<file path="config.mk">
export PLATFORM = sky130hd
export DESIGN_NAME = pw_check_ctrl
export DESIGN_NICKNAME = d
export VERILOG_FILES = /design/src/rtl/pw_pkg.sv /design/src/rtl/pw_timer.sv /design/src/rtl/pw_check_ctrl.sv
export SDC_FILE = /design/constraint.sdc
export NUM_CORES = 1
export LEC_CHECK = 0
export CAP_MARGIN = 20
export CORE_ASPECT_RATIO = 2
export CORE_UTILIZATION = 53
export CTS_CLUSTER_SIZE = 25
export DETAILED_ROUTE_END_ITERATION = 8
export PLACE_DENSITY_LB_ADDON = 0.12
export SETUP_SLACK_MARGIN = 0.1
export SLEW_MARGIN = 0
export SYNTH_ARGS = -nofsm -noshare
export SYNTH_HDL_FRONTEND = slang
export SYNTH_HIERARCHICAL = 1
export SYNTH_SLANG_ARGS = --single-unit
</file>
<file path="constraint.sdc">
create_clock -name clk_i -period 2.8 [get_ports clk_i]
set_input_delay 0.56 -clock clk_i [delete_from_list [all_inputs] [get_ports clk_i]]
set_output_delay 0.56 -clock clk_i [all_outputs]
set_load 0.02 [all_outputs]
</file>
<file path="src/rtl/pw_pkg.sv">
// Shared types and constants for the door-lock password controller.
package pw_pkg;

  localparam int DIGIT_W    = 4;
  localparam int NUM_DIGITS = 4;
  localparam int MAX_DIGIT  = 9;

  typedef enum logic [2:0] {
    ST_IDLE    = 3'd0,
    ST_ENTRY   = 3'd1,
    ST_CHECK   = 3'd2,
    ST_OPEN    = 3'd3,
    ST_LOCKOUT = 3'd4
  } pw_state_t;

  // Bits needed to hold a cycle count of max_cycles.
  function automatic int tmr_width(input int max_cycles);
    return (max_cycles > 1) ? $clog2(max_cycles + 1) : 1;
  endfunction

endpackage

</file>
<file path="src/rtl/pw_timer.sv">
// Loadable down-counter shared by the unlock and lockout windows.
// expired_o marks the last cycle of a window that was loaded with value_i cycles.
module pw_timer #(
  parameter int W = 7
) (
  input  logic         clk_i,
  input  logic         rst_ni,
  input  logic         load_i,
  input  logic [W-1:0] value_i,
  output logic         expired_o
);

  logic [W-1:0] cnt_q, cnt_d;

  always_comb begin
    cnt_d = cnt_q;
    if (load_i) begin
      cnt_d = value_i;
    end else if (cnt_q != '0) begin
      cnt_d = cnt_q - W'(1);
    end
  end

  always_ff @(posedge clk_i or negedge rst_ni) begin
    if (!rst_ni) begin
      cnt_q <= '0;
    end else begin
      cnt_q <= cnt_d;
    end
  end

  // Terminal count is 1 so the window lasts exactly the loaded number of cycles.
  assign expired_o = (cnt_q == W'(1));

endmodule

</file>
<file path="src/rtl/pw_check_ctrl.sv">
// Keypad password entry, verification, timed unlock window and failure lockout.
//
// state      | meaning
// -----------+-----------------------------------------------------------
// ST_IDLE    | no digits held; waits for the first valid digit
// ST_ENTRY   | collecting digits (up to four), clear or enter pending
// ST_CHECK   | one cycle: compare buffer against stored password
// ST_OPEN    | unlock window running, keys ignored
// ST_LOCKOUT | lockout window running, keys ignored
module pw_check_ctrl
  import pw_pkg::*;
#(
  parameter int OPEN_CYCLES    = 16,
  parameter int LOCKOUT_CYCLES = 64,
  parameter int MAX_FAIL       = 3
) (
  input  logic               clk_i,
  input  logic               rst_ni,
  input  logic               key_valid_i,
  input  logic [DIGIT_W-1:0] key_digit_i,
  input  logic               key_enter_i,
  input  logic               key_clear_i,
  input  logic [DIGIT_W-1:0] pw0_i,
  input  logic [DIGIT_W-1:0] pw1_i,
  input  logic [DIGIT_W-1:0] pw2_i,
  input  logic [DIGIT_W-1:0] pw3_i,
  output logic               unlock_o,
  output logic               fail_pulse_o,
  output logic               locked_out_o,
  output logic [2:0]         digit_cnt_o,
  output logic [1:0]         fail_cnt_o
);

  localparam int TMR_MAX = (OPEN_CYCLES > LOCKOUT_CYCLES) ? OPEN_CYCLES : LOCKOUT_CYCLES;
  localparam int TMR_W   = tmr_width(TMR_MAX);

  pw_state_t          state_q, state_d;
  logic [DIGIT_W-1:0] entry_q [NUM_DIGITS];
  logic [DIGIT_W-1:0] entry_d [NUM_DIGITS];
  logic [DIGIT_W-1:0] pw_w    [NUM_DIGITS];
  logic [2:0]         digit_cnt_q, digit_cnt_d;
  logic [1:0]         fail_cnt_q, fail_cnt_d, fail_next;
  logic               fail_pulse_q, fail_pulse_d;
  logic               unlock_q, locked_q;
  logic               digit_ok, buf_full, pw_match;
  logic               tmr_load, tmr_expired;
  logic [TMR_W-1:0]   tmr_value;

  assign pw_w[0] = pw0_i;
  assign pw_w[1] = pw1_i;
  assign pw_w[2] = pw2_i;
  assign pw_w[3] = pw3_i;

  // A digit only counts when no higher-priority strobe arrives with it.
  assign digit_ok  = key_valid_i && !key_clear_i && !key_enter_i &&
                     (key_digit_i <= DIGIT_W'(MAX_DIGIT));
  assign buf_full  = (digit_cnt_q >= 3'(NUM_DIGITS));
  assign fail_next = fail_cnt_q + 2'd1;

  always_comb begin
    pw_match = (digit_cnt_q == 3'(NUM_DIGITS));
    for (int i = 0; i < NUM_DIGITS; i++) begin
      if (entry_q[i] != pw_w[i]) pw_match = 1'b0;
    end
  end

  always_comb begin
    state_d      = state_q;
    digit_cnt_d  = digit_cnt_q;
    fail_cnt_d   = fail_cnt_q;
    fail_pulse_d = 1'b0;
    tmr_load     = 1'b0;
    tmr_value    = '0;
    for (int i = 0; i < NUM_DIGITS; i++) entry_d[i] = entry_q[i];

    case (state_q)
      ST_IDLE: begin
        if (digit_ok) begin
          entry_d[0]  = key_digit_i;
          digit_cnt_d = 3'd1;
          state_d     = ST_ENTRY;
        end
      end
      ST_ENTRY: begin
        if (key_clear_i) begin
          for (int i = 0; i < NUM_DIGITS; i++) entry_d[i] = '0;
          digit_cnt_d = '0;
          state_d     = ST_IDLE;
        end else if (key_enter_i) begin
          state_d = ST_CHECK;
        end else if (digit_ok && !buf_full) begin
          entry_d[digit_cnt_q[1:0]] = key_digit_i;
          digit_cnt_d               = digit_cnt_q + 3'd1;
        end
      end
      ST_CHECK: begin
        for (int i = 0; i < NUM_DIGITS; i++) entry_d[i] = '0;
        digit_cnt_d = '0;
        if (pw_match) begin
          fail_cnt_d = '0;
          tmr_load   = 1'b1;
          tmr_value  = TMR_W'(OPEN_CYCLES);
          state_d    = ST_OPEN;
        end else begin
          fail_cnt_d   = fail_next;
          fail_pulse_d = 1'b1;
          if (fail_next == 2'(MAX_FAIL)) begin
            tmr_load  = 1'b1;
            tmr_value = TMR_W'(LOCKOUT_CYCLES);
            state_d   = ST_LOCKOUT;
          end else begin
            state_d = ST_IDLE;
          end
        end
      end
      ST_OPEN: begin
        if (tmr_expired) state_d = ST_IDLE;
      end
      ST_LOCKOUT: begin
        if (tmr_expired) begin
          fail_cnt_d = '0;
          state_d    = ST_IDLE;
        end
      end
      default: state_d = ST_IDLE;
    endcase
  end

  always_ff @(posedge clk_i or negedge rst_ni) begin
    if (!rst_ni) begin
      state_q      <= ST_IDLE;
      digit_cnt_q  <= '0;
      fail_cnt_q   <= '0;
      fail_pulse_q <= 1'b0;
      unlock_q     <= 1'b0;
      locked_q     <= 1'b0;
      for (int i = 0; i < NUM_DIGITS; i++) entry_q[i] <= '0;
    end else begin
      state_q      <= state_d;
      digit_cnt_q  <= digit_cnt_d;
      fail_cnt_q   <= fail_cnt_d;
      fail_pulse_q <= fail_pulse_d;
      unlock_q     <= (state_d == ST_OPEN);
      locked_q     <= (state_d == ST_LOCKOUT);
      for (int i = 0; i < NUM_DIGITS; i++) entry_q[i] <= entry_d[i];
    end
  end

  pw_timer #(
    .W (TMR_W)
  ) u_timer (
    .clk_i     (clk_i),
    .rst_ni    (rst_ni),
    .load_i    (tmr_load),
    .value_i   (tmr_value),
    .expired_o (tmr_expired)
  );

  assign unlock_o     = unlock_q;
  assign fail_pulse_o = fail_pulse_q;
  assign locked_out_o = locked_q;
  assign digit_cnt_o  = digit_cnt_q;
  assign fail_cnt_o   = fail_cnt_q;

endmodule

</file>
==> results of run 1 <==
-- sequential cells by signal (all words and copies together), names as in the netlist --
name,cells
state_q,3
entry_q,16
fail_pulse_o,1
locked_out_o,1
unlock_o,1
digit_cnt_o,3
u_timer/cnt_q,7
fail_cnt_o,2
-- final cells by class --
| cell class | instances | area (um2) | area share (%) |
|---|---|---|---|
| tap | 49 | 61.3 | 2.47 |
| sequential | 34 | 851 | 34.2 |
| timing repair buffer | 34 | 335 | 13.5 |
| multi-input combinational | 148 | 1090 | 43.9 |
| clock buffer | 7 | 76.3 | 3.07 |
| clock inverter | 1 | 30.0 | 1.21 |
| inverter | 11 | 41.3 | 1.66 |
-- synth_stat cells (3+ instances only) --
| cell type | count |
|---|---|
| o31ai_1 | 4 |
| a21o_1 | 5 |
| a22o_1 | 18 |
| nand4_1 | 3 |
| o21ai_0 | 7 |
| a21oi_1 | 6 |
| nand2_1 | 12 |
| nor3_1 | 4 |
| inv_1 | 11 |
| nand3_1 | 5 |
| nor3b_1 | 4 |
| dfrtp_1 | 34 |
| o21a_1 | 3 |
| nor2_1 | 8 |
| ha_1 | 8 |
| xnor2_1 | 20 |
| and3_1 | 5 |
-- path summary, 6_finish.rpt --
path,start,to,depth (start not counted)
max,pw2_i[2],u_timer/cnt_q[5],9
min,entry_q[14],entry_q[14],1
min reg2reg,entry_q[14],entry_q[14],1
max in group asynchronous,rst_ni,entry_q[0],2
max reg2reg,u_timer/cnt_q[3],state_q[0],4
min in group asynchronous,rst_ni,state_q[0],2
-- power breakdown --
group	internal (W)	total (W)	switching [W]	leakage (nW)
sequential	0.000601	0.000726	0.000125	0.449
clock	0.000266	0.000435	0.000169	0.0524
combinational	0.000309	0.000619	0.000310	0.580
total	0.00118	0.00178	0.000604	1.08
-- layout by cell type (no fill, tap or decap), types with 3 or more instances in the layout --
cell type	netlist	routed
a21o_1	5	5
nor2_1	8	8
o21ai_0	7	7
a22o_1	18	18
nor3b_1	4	4
ha_1	8	8
clkbuf_8	0	5
xnor2_1	20	20
nand2_1	12	12
nand3_1	5	5
dfrtp_1	34	34
nand4_1	3	3
conb_1	1	5
a21oi_1	6	6
inv_1	11	11
nor3_1	4	4
o31ai_1	4	4
clkdlybuf4s50_1	0	32
o21a_1	3	3
and3_1	5	5
-- per-stage QoR --
stage | std cells | area, um2 | total power [W] | setup WS, ns | utilization [%]
2_1_floorplan | 199 | 2020 | 0.00112 | 0.726 | -
3_3_place_gp | 276 | 2380 | 0.00130 | 0.323 | 66.0
3_5_place_dp | 276 | 2380 | 0.00135 | 0.242 | 66.0
4_1_cts | 284 | 2490 | 0.00179 | 0.539 | 68.9
5_1_grt | 284 | 2490 | 0.00188 | 0.318 | 68.9
6_report | 284 | 2490 | 0.00178 | 0.531 | 68.9
-- metal layers --
metal	vias up	track usage, %	share of wire (%)
met2	52	50.9	59
li1	781	-	-
met5	-	0	0
met1	815	24.0	33
met3	18	4.85	3.0
met4	0	16.8	4.7
-- logic make-up after synthesis --
family | Yosys count | synth area share [%]
AOI/OAI and AO/OA | 56 | 21.6
xor gates and xnor gates | 20 | 8.72
adders and majority gates | 8 | 4.98
buffers and inverters | 17 | 4.05
DFF | 34 | 42.4
muxes | 1 | 0.561
other | 1 | 0.187
and+or+nand+nor | 58 | 17.6
-- critical path: stages --
cell and delay [ns]:
clkdlybuf4s50_1 0.48, xnor2_1 0.13, nand3_1 0.17, nor3_2 0.30, nand2_1 0.10, a21oi_1 0.16, buf_4 0.20, a21oi_1 0.06
a221oi_1 0.29
==> impl_metrics.env, run 1 <==
export IMPL_cts_buffers=5
export IMPL_via_per_inst=5.87
export IMPL_cp_max_fo=15
export IMPL_criticalPathCategory="in -> reg"
export IMPL_grtUsageTotal_pct=26.8
export IMPL_p_per_area_nw_per_um2=716
export IMPL_yosysTopAreaCell="dfrtp_1"
export IMPL_final_max_slew_viol_count=0
export IMPL_die_area_um2=4050
export IMPL_antenna_left=0
export IMPL_io_pins=33
export IMPL_cts_buffer_depth=2
export IMPL_ys_seq_area_share_pct=42.4
export IMPL_cts_tree="done"
export IMPL_setup_tns_ns=0
export IMPL_filler_cell_count=298
export IMPL_routed_wirelength_mm=4.80
export IMPL_syn_avg_cell_area_um2=10.3
export IMPL_gp_congestion=0.854
export IMPL_max_cap_violations=0
export IMPL_die_w_um=45.5
export IMPL_drt_initial_drc_count=30
export IMPL_post_route_period_util_pct=81.0
export IMPL_synth_cell_type_count=49
export IMPL_initial_utilization_pct=55.7
export IMPL_fp_row_count=31
export IMPL_vdd_drop_max_mv=0.474
export IMPL_period_needed_ns=2.27
export IMPL_hold_slack_ns=0.534
export IMPL_port_buffers=32
export IMPL_die_h_um=89.1
export IMPL_synth_edf_count=0
export IMPL_vias=1666
export IMPL_cp_data_arrival_time_ns=2.45
export IMPL_synth_area_leaders="dfrtp_1 42%, xnor2_1 8.7%, a22o_1 7.9%"
export IMPL_skew_ns=0.00811
export IMPL_synth_top_area_share_pct=42.4
export IMPL_hold_buffers=0
export IMPL_ys_ff_latch=34
export IMPL_postSynth_asyncResetShare_pct=100
export IMPL_worstPathRequired_ns=2.98
export IMPL_postCtsSetupBuffers=0
export IMPL_p_leak_nw=1.08
export IMPL_rsz0062_at_grt="no"
export IMPL_synthCells=195
export IMPL_netlist_area_um2=2010
export IMPL_grt_max_degree=35
export IMPL_cts_sinks=34
export IMPL_grt_ovfl_total=0
export IMPL_hold_viol=0
export IMPL_cp_end_kind="flip-flop"
export IMPL_cts_resized=0
export IMPL_reg2reg_setup_slack_ns=0.55
export IMPL_cts_max_level=2
export IMPL_dr_pass1_iters=4
export IMPL_setup_violations=0
export IMPL_insertion_delay_ns=0.28
export IMPL_synth_main_ff_cell="dfrtp_1"
export IMPL_clock_fmax_ghz=0.441
export IMPL_yosysWarnings=6
export IMPL_area_delta_synth_final_pct=23.8
export IMPL_root_buffer="clkbuf_8"
export IMPL_drive_above_1_share_pct=8.94
export IMPL_clkTransAtPathRegs_ns=0.06
export IMPL_drc_errors=0
export IMPL_status="finished clean"
export IMPL_hold_class="reg -> reg"
export IMPL_cp_start_kind="input pin"
export IMPL_grt_pass1_wl_mm=7.65
export IMPL_hpwl_mm=3.75
export IMPL_coreArea_um2=3610
export IMPL_grt_pass1_vias=1721
export IMPL_fin_nets=267
export IMPL_antenna_cells=0
export IMPL_antenna_found_initial=0
export IMPL_wire_per_inst_um=16.9
Note: power is estimated with default switching activity, not from simulation.
==> inputs of run 2 (changes only) <==
--- a/config.mk
+++ b/config.mk
@@ -7,7 +7,7 @@
 export LEC_CHECK = 0
 export CAP_MARGIN = 20
 export CORE_ASPECT_RATIO = 2
-export CORE_UTILIZATION = 53
+export CORE_UTILIZATION = 48
 export CTS_CLUSTER_SIZE = 25
 export DETAILED_ROUTE_END_ITERATION = 8
 export PLACE_DENSITY_LB_ADDON = 0.12
==> constraint.sdc (replaced) <==
create_clock -name clk_i -period 1.9 [get_ports clk_i]
set_input_delay 0.38 -clock clk_i [delete_from_list [all_inputs] [get_ports clk_i]]
set_output_delay 0.38 -clock clk_i [all_outputs]
set_load 0.02 [all_outputs]
==> run 2 against run 1 <==
Routed wire length is 14% higher. Sequential share of layout area fell by 4.8 points. First-iteration DRC count grew 67%. Register-to-register slack got worse by 0.51 ns. Design area up 17%. Cell count up 11%. Critical path depth shrank 3. Non-clock buffer count increased by 28. Critical path type is now reg -> reg.
==> impl_metrics.env, run 2 (synthesis gave the netlist of run 1 again) <==
export IMPL_status="finished clean"
export IMPL_insertion_delay_ns=0.29
export IMPL_worst_slack_ns=0.0377
export IMPL_gp_congestion=0.824
export IMPL_io_pins=33
export IMPL_antenna_found_initial=0
export IMPL_dr_pass1_iters=4
export IMPL_path_cells="or4_4 -> nor3b_4 -> nand3b_1 -> nand2_1 -> nand2_2 -> mux2_4"
export IMPL_final_max_slew_viol_count=0
export IMPL_skew_ns=0.00844
export IMPL_reg_largest_list="entry_q (16), u_timer/cnt_q (7)"
export IMPL_fin_nets=295
export IMPL_rr_startpoint="u_timer/cnt_q[3]"
export IMPL_max_cap_violations=0
export IMPL_grt_ovfl_total=0
export IMPL_cpPeakStageDelay_ns=0.57
export IMPL_routed_wirelength_mm=5.48
export IMPL_cp_start_kind="flip-flop"
export IMPL_cts_sinks=34
export IMPL_initial_utilization_pct=51.2
export IMPL_place_ws_ns=-0.320
export IMPL_fp_row_count=32
export IMPL_layout_common_cells="33 x dfrtp_1, 26 x buf_4, 18 x xnor2_1, 18 x a22o_1, 17 x clkdlybuf4s50_1"
export IMPL_die_h_um=93.5
export IMPL_via_per_inst=5.64
export IMPL_cts_buffers=5
export IMPL_largest_register_ffs=16
export IMPL_root_buffer="clkbuf_8"
export IMPL_place_inst=299
export IMPL_wire_per_inst_um=17.4
export IMPL_setup_violations=0
export IMPL_p_leak_nw=1.42
export IMPL_rsz0062_at_grt="yes"
export IMPL_hold_viol=0
export IMPL_fin_cells=314
export IMPL_area_delta_synth_final_pct=44.4
export IMPL_vias=1771
export IMPL_post_route_period_util_pct=98.0
export IMPL_cp_end_kind="flip-flop"
export IMPL_cp_max_fo=3
export IMPL_drc_errors=0
export IMPL_worstPathRequired_ns=2.08
export IMPL_filler_cell_count=291
export IMPL_die_w_um=47.7
export IMPL_startpoint="u_timer/cnt_q[3]"
export IMPL_die_area_um2=4460
export IMPL_period_needed_ns=1.86
export IMPL_mostFrequentLayoutCell="dfrtp_1"
export IMPL_hold_class="in -> async"
export IMPL_path_delay_family="simple AND/OR/NAND/NOR gates"
export IMPL_drive_above_1_share_pct=30.0
export IMPL_grtUsageTotal_pct=26.0
export IMPL_cts_buffer_depth=2
export IMPL_hold_buffers=0
export IMPL_vdd_drop_max_mv=0.636
export IMPL_crit_path_top_delay_cell="or4_4"
export IMPL_cp_data_arrival_time_ns=2.05
export IMPL_clkTransAtPathRegs_ns=0.07
export IMPL_drt_initial_drc_count=50
export IMPL_tightest_slew_ns=0.559
export IMPL_seqCellArea_um2=852
export IMPL_grt_pass1_vias=1836
export IMPL_grt_pass1_wl_mm=8.08
export IMPL_path_buf_inv=0
export IMPL_grt_max_degree=35
export IMPL_p_per_area_nw_per_um2=994
export IMPL_fin_util_pct=73.9
export IMPL_multi_input_area_um2=1260
export IMPL_cts_max_level=2
export IMPL_clock_fmax_ghz=0.537
export IMPL_criticalPathCategory="reg -> reg"
export IMPL_hpwl_mm=4.04
export IMPL_cts_tree="done"
export IMPL_antenna_cells=0
export IMPL_coreArea_um2=3920
export IMPL_slew_headroom_pct=62.5
export IMPL_antenna_left=0
export IMPL_port_buffers=32
export IMPL_regMostFlops="entry_q"
run 2: worst paths after layout:
check	end	slack, ns	cells after the start
min in group clk_i	entry_q[14]	0.53	1
min reg2reg	entry_q[14]	0.53	1
max reg2reg	fail_cnt_o[0]	0.04	6
min	digit_cnt_o[2]	0.48	2
max	fail_cnt_o[0]	0.04	6
max in group asynchronous	state_q[1]	1.09	2
run 2: per-stage QoR:
stage          area (um2)  hold WS (ns)  power [W]  TNS (ns)
6_report             2900         0.484    0.00288         0
5_1_grt              2900         0.541    0.00304  -0.00615
4_1_cts              2700         0.503    0.00272         0
3_5_place_dp         2560         0.514    0.00213     -5.89
3_3_place_gp         2560         0.509    0.00207     -4.75
2_1_floorplan        2050        0.0844    0.00169         0
run 2: layer usage:
| metal | wire length, um | part of all wire, % | global-route usage (%) | vias to the layer above |
|---|---|---|---|---|
| li1 | - | - | - | 835 |
| met1 | 1880 | 34 | 24.3 | 845 |
| met2 | 3070 | 56 | 46.6 | 60 |
| met3 | 172 | 3.1 | 5.21 | 31 |
| met4 | 355 | 6.5 | 15.5 | 0 |
| met5 | 0 | 0 | 0 | - |
run 2: where the power goes:
| group | internal [W] | switching (W) | total [W] |
|---|---|---|---|
| clock | 0.000292 | 0.000263 | 0.000555 |
| sequential | 0.000886 | 0.000147 | 0.00103 |
| combinational | 0.000673 | 0.000621 | 0.00129 |
| total | 0.00185 | 0.00103 | 0.00288 |
run 2: final cells by class:
type,count,share of cell area (%)
clock buffer,7,2.98
clock inverter,1,0.173
inverter,11,1.42
multi-input combinational,148,43.4
sequential,34,29.4
tap,51,2.20
timing repair buffer,62,20.4
run 2: what timing repair did:
| action | in CTS | in global routing |
|---|---|---|
| pin swaps | 10 | 26 |
| setup endpoints to repair | 22 | 28 |
| buffers inserted | 4 | 3 |
| gates resized for setup | 5 | 46 |
| cloned | 0 | 1 |
